$ cat config.mk
export PLATFORM = sky130hd
export DESIGN_NAME = axi4_id_compactor
export DESIGN_NICKNAME = d
export VERILOG_FILES = /design/src/rtl/axi4_id_compactor_pkg.sv /design/src/rtl/axi4_id_map_table.sv /design/src/rtl/axi4_id_compactor.sv
export SDC_FILE = /design/constraint.sdc
export NUM_CORES = 1
export LEC_CHECK = 0
export ABC_AREA = 1
export CAP_MARGIN = 10
export CORE_UTILIZATION = 40
export DETAILED_ROUTE_END_ITERATION = 8
export PLACE_DENSITY = 0.78
export SYNTH_ARGS = -nofsm -noshare
export SYNTH_HDL_FRONTEND = slang
export SYNTH_SLANG_ARGS = --single-unit
$ cat constraint.sdc
create_clock -name i_core_clk -period 2.97 [get_ports i_core_clk]
set_input_delay 0.297 -clock i_core_clk [delete_from_list [all_inputs] [get_ports i_core_clk]]
set_output_delay 0.297 -clock i_core_clk [all_outputs]
set_load 0.03 [all_outputs]
$ cat src/rtl/axi4_id_compactor_pkg.sv
// Shared slot record and slot-count helper for the AXI4 ID compactor.
// Slot fields are stored at a fixed maximum width; tables zero-extend narrower IDs/counts.
package axi4_id_compactor_pkg;

   localparam int SLOT_ID_W  = 16;
   localparam int SLOT_CNT_W = 8;

   typedef struct packed {
      logic                  valid;
      logic [SLOT_ID_W-1:0]  in_id;
      logic [SLOT_CNT_W-1:0] cnt;
   } slot_t;

   function automatic int nslot(input int out_id_w);
      return 1 << out_id_w;
   endfunction

endpackage

$ cat src/rtl/axi4_id_map_table.sv
// One ID remap table: combinational lookup/response-ID restore, registered allocate/retire.
// 0-cycle lookup; o_req_can drops when the hit slot is at max or no slot is free.
module axi4_id_map_table
   import axi4_id_compactor_pkg::*;
#(
   parameter int IN_ID_W  = 8,
   parameter int OUT_ID_W = 2,
   parameter int CNT_W    = 4
) (
   input  logic                i_core_clk,
   input  logic                i_arst_n,
   input  logic                i_req_fire,
   input  logic [IN_ID_W-1:0]  i_req_id,
   output logic                o_req_can,
   output logic [OUT_ID_W-1:0] o_req_slot,
   input  logic                i_ret,
   input  logic [OUT_ID_W-1:0] i_rsp_slot,
   output logic [IN_ID_W-1:0]  o_rsp_id,
   output logic                o_err
);

   localparam int NSLOT = nslot(OUT_ID_W);
   localparam logic [SLOT_CNT_W-1:0] CNT_MAX = SLOT_CNT_W'((1 << CNT_W) - 1);

   slot_t r_tab [NSLOT];
   logic  r_err;

   logic                 w_hit, w_free, w_ret_ok;
   logic [OUT_ID_W-1:0]  w_hit_idx, w_free_idx;
   logic [SLOT_ID_W-1:0] w_req_id_x;
   logic [NSLOT-1:0]     w_inc, w_dec;

   assign w_req_id_x = SLOT_ID_W'(i_req_id);

   // Descending scan so the lowest-index match/free slot wins.
   always_comb begin
      w_hit      = 1'b0;
      w_free     = 1'b0;
      w_hit_idx  = '0;
      w_free_idx = '0;
      for (int i = NSLOT - 1; i >= 0; i--) begin
         if (r_tab[i].valid && (r_tab[i].in_id == w_req_id_x)) begin
            w_hit     = 1'b1;
            w_hit_idx = OUT_ID_W'(i);
         end
         if (!r_tab[i].valid) begin
            w_free     = 1'b1;
            w_free_idx = OUT_ID_W'(i);
         end
      end
   end

   assign o_req_slot = w_hit ? w_hit_idx : w_free_idx;
   assign o_req_can  = w_hit ? (r_tab[w_hit_idx].cnt != CNT_MAX) : w_free;
   assign w_ret_ok   = i_ret && (r_tab[i_rsp_slot].cnt != '0);
   assign o_rsp_id   = r_tab[i_rsp_slot].in_id[IN_ID_W-1:0];
   assign o_err      = r_err;

   always_comb begin
      w_inc = '0;
      w_dec = '0;
      for (int i = 0; i < NSLOT; i++) begin
         w_inc[i] = i_req_fire && (o_req_slot == OUT_ID_W'(i));
         w_dec[i] = w_ret_ok && (i_rsp_slot == OUT_ID_W'(i));
      end
   end

   always_ff @(posedge i_core_clk or negedge i_arst_n) begin
      if (!i_arst_n) begin
         r_err <= 1'b0;
         for (int i = 0; i < NSLOT; i++) r_tab[i] <= '0;
      end else begin
         if (i_ret && !w_ret_ok) r_err <= 1'b1;
         // Issue and retire on the same slot cancel out.
         for (int i = 0; i < NSLOT; i++) begin
            if (w_inc[i] && !w_dec[i]) begin
               if (r_tab[i].valid) r_tab[i].cnt <= r_tab[i].cnt + SLOT_CNT_W'(1);
               else r_tab[i] <= '{valid: 1'b1, in_id: w_req_id_x, cnt: SLOT_CNT_W'(1)};
            end else if (w_dec[i] && !w_inc[i]) begin
               r_tab[i].cnt <= r_tab[i].cnt - SLOT_CNT_W'(1);
               if (r_tab[i].cnt == SLOT_CNT_W'(1)) r_tab[i].valid <= 1'b0;
            end
         end
      end
   end

endmodule

$ cat src/rtl/axi4_id_compactor.sv
// Wide-to-narrow AXI4 ID remapper for AR/R and AW/B; all paths combinational (0 cycles).
// Requests stall (ready/valid low) when no slot can take the ID; responses pass ready straight through.
module axi4_id_compactor
   import axi4_id_compactor_pkg::*;
#(
   parameter int IN_ID_W  = 8,
   parameter int OUT_ID_W = 2,
   parameter int CNT_W    = 4,
   parameter int AR_PL_W  = 48,
   parameter int AW_PL_W  = 48,
   parameter int R_PL_W   = 34,
   parameter int B_PL_W   = 2
) (
   input  logic                i_core_clk,
   input  logic                i_arst_n,
   input  logic                i_s_ar_valid,
   output logic                o_s_ar_ready,
   input  logic [IN_ID_W-1:0]  i_s_ar_id,
   input  logic [AR_PL_W-1:0]  i_s_ar_pl,
   output logic                o_m_ar_valid,
   input  logic                i_m_ar_ready,
   output logic [OUT_ID_W-1:0] o_m_ar_id,
   output logic [AR_PL_W-1:0]  o_m_ar_pl,
   input  logic                i_m_r_valid,
   output logic                o_m_r_ready,
   input  logic [OUT_ID_W-1:0] i_m_r_id,
   input  logic                i_m_r_last,
   input  logic [R_PL_W-1:0]   i_m_r_pl,
   output logic                o_s_r_valid,
   input  logic                i_s_r_ready,
   output logic [IN_ID_W-1:0]  o_s_r_id,
   output logic                o_s_r_last,
   output logic [R_PL_W-1:0]   o_s_r_pl,
   input  logic                i_s_aw_valid,
   output logic                o_s_aw_ready,
   input  logic [IN_ID_W-1:0]  i_s_aw_id,
   input  logic [AW_PL_W-1:0]  i_s_aw_pl,
   output logic                o_m_aw_valid,
   input  logic                i_m_aw_ready,
   output logic [OUT_ID_W-1:0] o_m_aw_id,
   output logic [AW_PL_W-1:0]  o_m_aw_pl,
   input  logic                i_m_b_valid,
   output logic                o_m_b_ready,
   input  logic [OUT_ID_W-1:0] i_m_b_id,
   input  logic [B_PL_W-1:0]   i_m_b_pl,
   output logic                o_s_b_valid,
   input  logic                i_s_b_ready,
   output logic [IN_ID_W-1:0]  o_s_b_id,
   output logic [B_PL_W-1:0]   o_s_b_pl,
   output logic                o_err
);

   logic                w_ar_can, w_aw_can, w_ar_fire, w_aw_fire, w_r_ret, w_b_ret;
   logic                w_ar_err, w_aw_err;
   logic [OUT_ID_W-1:0] w_ar_slot, w_aw_slot;

   // Handshake outputs are gated by reset so nothing moves while it is held.
   assign o_m_ar_valid = i_arst_n & i_s_ar_valid & w_ar_can;
   assign o_s_ar_ready = i_arst_n & i_m_ar_ready & w_ar_can;
   assign o_m_ar_id    = w_ar_slot;
   assign o_m_ar_pl    = i_s_ar_pl;
   assign w_ar_fire    = o_m_ar_valid & i_m_ar_ready;

   assign o_s_r_valid  = i_arst_n & i_m_r_valid;
   assign o_m_r_ready  = i_arst_n & i_s_r_ready;
   assign o_s_r_last   = i_m_r_last;
   assign o_s_r_pl     = i_m_r_pl;
   assign w_r_ret      = o_s_r_valid & i_s_r_ready & i_m_r_last;

   assign o_m_aw_valid = i_arst_n & i_s_aw_valid & w_aw_can;
   assign o_s_aw_ready = i_arst_n & i_m_aw_ready & w_aw_can;
   assign o_m_aw_id    = w_aw_slot;
   assign o_m_aw_pl    = i_s_aw_pl;
   assign w_aw_fire    = o_m_aw_valid & i_m_aw_ready;

   assign o_s_b_valid  = i_arst_n & i_m_b_valid;
   assign o_m_b_ready  = i_arst_n & i_s_b_ready;
   assign o_s_b_pl     = i_m_b_pl;
   assign w_b_ret      = o_s_b_valid & i_s_b_ready;

   assign o_err = w_ar_err | w_aw_err;

   axi4_id_map_table #(.IN_ID_W(IN_ID_W), .OUT_ID_W(OUT_ID_W), .CNT_W(CNT_W)) u_rd_tab (
      .i_core_clk (i_core_clk),
      .i_arst_n   (i_arst_n),
      .i_req_fire (w_ar_fire),
      .i_req_id   (i_s_ar_id),
      .o_req_can  (w_ar_can),
      .o_req_slot (w_ar_slot),
      .i_ret      (w_r_ret),
      .i_rsp_slot (i_m_r_id),
      .o_rsp_id   (o_s_r_id),
      .o_err      (w_ar_err)
   );

   axi4_id_map_table #(.IN_ID_W(IN_ID_W), .OUT_ID_W(OUT_ID_W), .CNT_W(CNT_W)) u_wr_tab (
      .i_core_clk (i_core_clk),
      .i_arst_n   (i_arst_n),
      .i_req_fire (w_aw_fire),
      .i_req_id   (i_s_aw_id),
      .o_req_can  (w_aw_can),
      .o_req_slot (w_aw_slot),
      .i_ret      (w_b_ret),
      .i_rsp_slot (i_m_b_id),
      .o_rsp_id   (o_s_b_id),
      .o_err      (w_aw_err)
   );

endmodule

==> results.md <==
* Status: complete, no violations
* Post-route clock period utilization at 94.55%
* Worst Tran Pin Value at 687.1 ps
* Min cycle time layout at 2808 ps
* Fin util at 48.09%
* Largest net degree at the start of global routing at 51
* Tot Pwr at 8.648 mW
* Synthesized instance count at 1634
* Number of vias after detailed routing at 11070
* Sequential fraction of the synthesis area at 31.38%
* Starting Density at 40.84%
* Yosys warns at 0
* Most used DFF post-synth: dfrtp_1
* RSZ-0062 raised after global routing: true
* Fin nets at 1902
* Post-synth top area cell: dfrtp_1
* Unique masters post-synth at 45
* DP Wirelength at 23230 um
* GPL Wtd Cong at 0.9520
* CTS clk-pin slew, worst paths at 70 ps
* Syn_area_per_cell at 6.735 um^2
* Net Count, Synth at 1833
* Vias per cell at 5.382
* Clock sink total at 138
* R2R Setup Slk at 160 ps
* Commonest non-fill, non-tap cell in the layout: nand2_1
* Maximum fanout along the worst path at 7
* Die X-Extent at 167.9 um
* Maximum VDD drop at 0.0005193 V
* Worst Path Required at 3300 ps
* WL/cell at 15.16 um
* Hold Path Class: in2reg
* Worst slack, placed at -276.7 ps
* # diodes at 0
* CP arrival at 3130 ps
* Area of the die at 28180 um^2
* Post-synth EDFFs at 0
* Hold WS at 203.9 ps
* Slew Limit Headroom at 54.20%
* Final wirelength at 31180 um
* Fraction of registers with async set/reset at 100.0%
* Clk Latency, worst-skew pair at 440 ps
* First-pass GRT wire length at 51030 um
* CTS tree: yes
* Total global-route track usage at 22.23%
* Top post-synthesis cells by area: dfrtp_1, nand2_1, buf_4
* Synth Register Bits at 138
* PwrDens at 667.3 nW/um^2
* # DRC at 0
* Number of I/O pins at 325
* Area grow syn2layout at 17.76%
* Initial antenna violation count at 0
* CP startpoint kind: register
* Final setup viols at 0
* Cell leakage power at 6.205 nW
* Max-cap violation count at 0
* Final Skew at 13.78 ps
* Most frequent cells in the layout: nand2_1, inv_1, o21ai_0
* Port bufs at 60
* Crit. End Element: register
* Global route total overflow at 0
* Hold Vio Cnt, Final at 0
* Mapped Area at 11010 um^2
* Initial drt markers at 816
* Vias in the first global route at 10760
* Core area at 26950 um^2
* Post-DRT Antenna Nets at 0
* Root buffer cell: clkbuf_16
* Clock Path Buffers at 2
* Yosys top cell area share at 31.38%
* PnR worst setup slack at 161.8 ps
* CP Class: reg2reg
* Max Fclk at 0.3561 GHz
* Pre-Repair DR Iteration Count at 7
* Share of cells above drive strength 1 at 16.32%
* Final cell count without fillers at 2057
* H-tree Lvls at 4
* Slew Viols, Final at 0
* Row cnt at 60
* Num CTS Buffers at 17
* Placed cell count at 2016
* Die Ht at 167.9 um
-- registers in the layout, summed over array words and instances (netlist names) --
signal / cells
u_wr_tab.r_tab: 68
u_rd_tab.o_err: 1
u_rd_tab.r_tab: 68
u_wr_tab.o_err: 1
-- metal layers --
| layer | vias up | routed length (um) | GRT usage (%) |
|---|---|---|---|
| met1 | 5191 | 13180 | 26.79 |
| met2 | 406 | 14590 | 37.17 |
| met4 | 0 | 1452 | 11.57 |
| met3 | 98 | 1952 | 4.890 |
| met5 | - | 0 | 0 |
| li1 | 5375 | - | - |
-- synth_stat cells, types with 3 or more instances --
cell,number
o31ai_1,3
ha_1,36
a211oi_1,4
inv_1,197
buf_4,135
nor2_1,170
nor2_2,3
a21oi_1,77
a31oi_1,33
clkbuf_1,22
nand4_1,11
nor4_1,9
clkinv_1,3
nor3b_1,3
or2_1,4
nand2_1,360
a22oi_1,26
o211ai_1,5
xnor2_1,3
nand3b_1,3
dfrtp_1,138
xor2_1,20
buf_2,7
nand3_2,3
nand2_2,12
o21ai_0,188
nand3_1,77
o22ai_1,4
o221ai_1,10
inv_2,9
nor3_1,42
-- logic make-up after synthesis --
group                    Yosys count  synth area share (%)
adder cells (fa/ha/maj)           36                 4.093
AO/OA/AOI/OAI                    358                 18.16
buffers and inverters            373                 17.41
flip-flops                       138                 31.38
AND/OR/NAND/NOR                  706                 27.14
XOR/XNOR                          23                 1.830
-- critical path, cell delays in order, from the launching register on --
cell,delay (ps)
dfrtp_1,410
inv_1,230
a21oi_1,70
nand2_1,70
nor2_1,40
nand3_1,120
nand2_1,90
nand2_2,120
nand2_4,70
nand2_1,80
nand2_2,50
nand2_2,90
nand4_4,140
nor3_2,230
buf_4,170
ha_4,140
buf_6,100
clkinvlp_4,160
nand2_2,100
nand2_2,60
nor2_2,120
a21oi_2,40
-- cell type report --
type                       count  area, um^2
tap                          341       426.7
fill                        2594       13990
sequential                   138        3455
timing repair buffer         214        1873
clock buffer                  18       429.2
clock inverter                14       160.2
multi-input combinational   1123        5828
inverter                     209       788.3
-- per-stage QoR --
step                instance area (um^2)  setup TNS (ps)
floorplan                          11010               0
global placement                   12080          -12660
detailed placement                 12080          -18430
CTS                                12670               0
global route                       12960          -437.5
finish                             12960               0
-- what timing repair did --
item / 4_1_cts / 5_1_grt
pin swaps: 0 / 19
cloned: 0 / 0
hold buffers: 1 / 0
hold endpoints to repair: 19 / 0
setup endpoints to repair: 1 / 101
gates resized for setup: 1 / 80
buffers inserted: 0 / 8
-- worst paths after layout --
path,from,endpoint,depth (start not counted)
max in group asynchronous,i_arst_n,u_rd_tab.r_tab[60]$_DFFE_PN0P_,3
worst max register to register,u_wr_tab.r_tab[49]$_DFFE_PN0P_,u_wr_tab.r_tab[24]$_DFFE_PN0P_,21
min in group asynchronous,i_arst_n,u_wr_tab.r_tab[37]$_DFFE_PN0P_,2
worst min-delay path,i_s_aw_id[4],u_wr_tab.r_tab[87]$_DFFE_PN0P_,3
worst min register to register,u_rd_tab.o_err$_DFFE_PN0P_,u_rd_tab.o_err$_DFFE_PN0P_,2
worst max-delay path,u_wr_tab.r_tab[49]$_DFFE_PN0P_,u_wr_tab.r_tab[24]$_DFFE_PN0P_,21
-- report_power, final --
group          switching (mW)  internal (mW)
clock network           0.937           1.26
registers               0.688           2.43
logic                    2.01           1.32
Note: power is estimated with default switching activity, not from simulation.
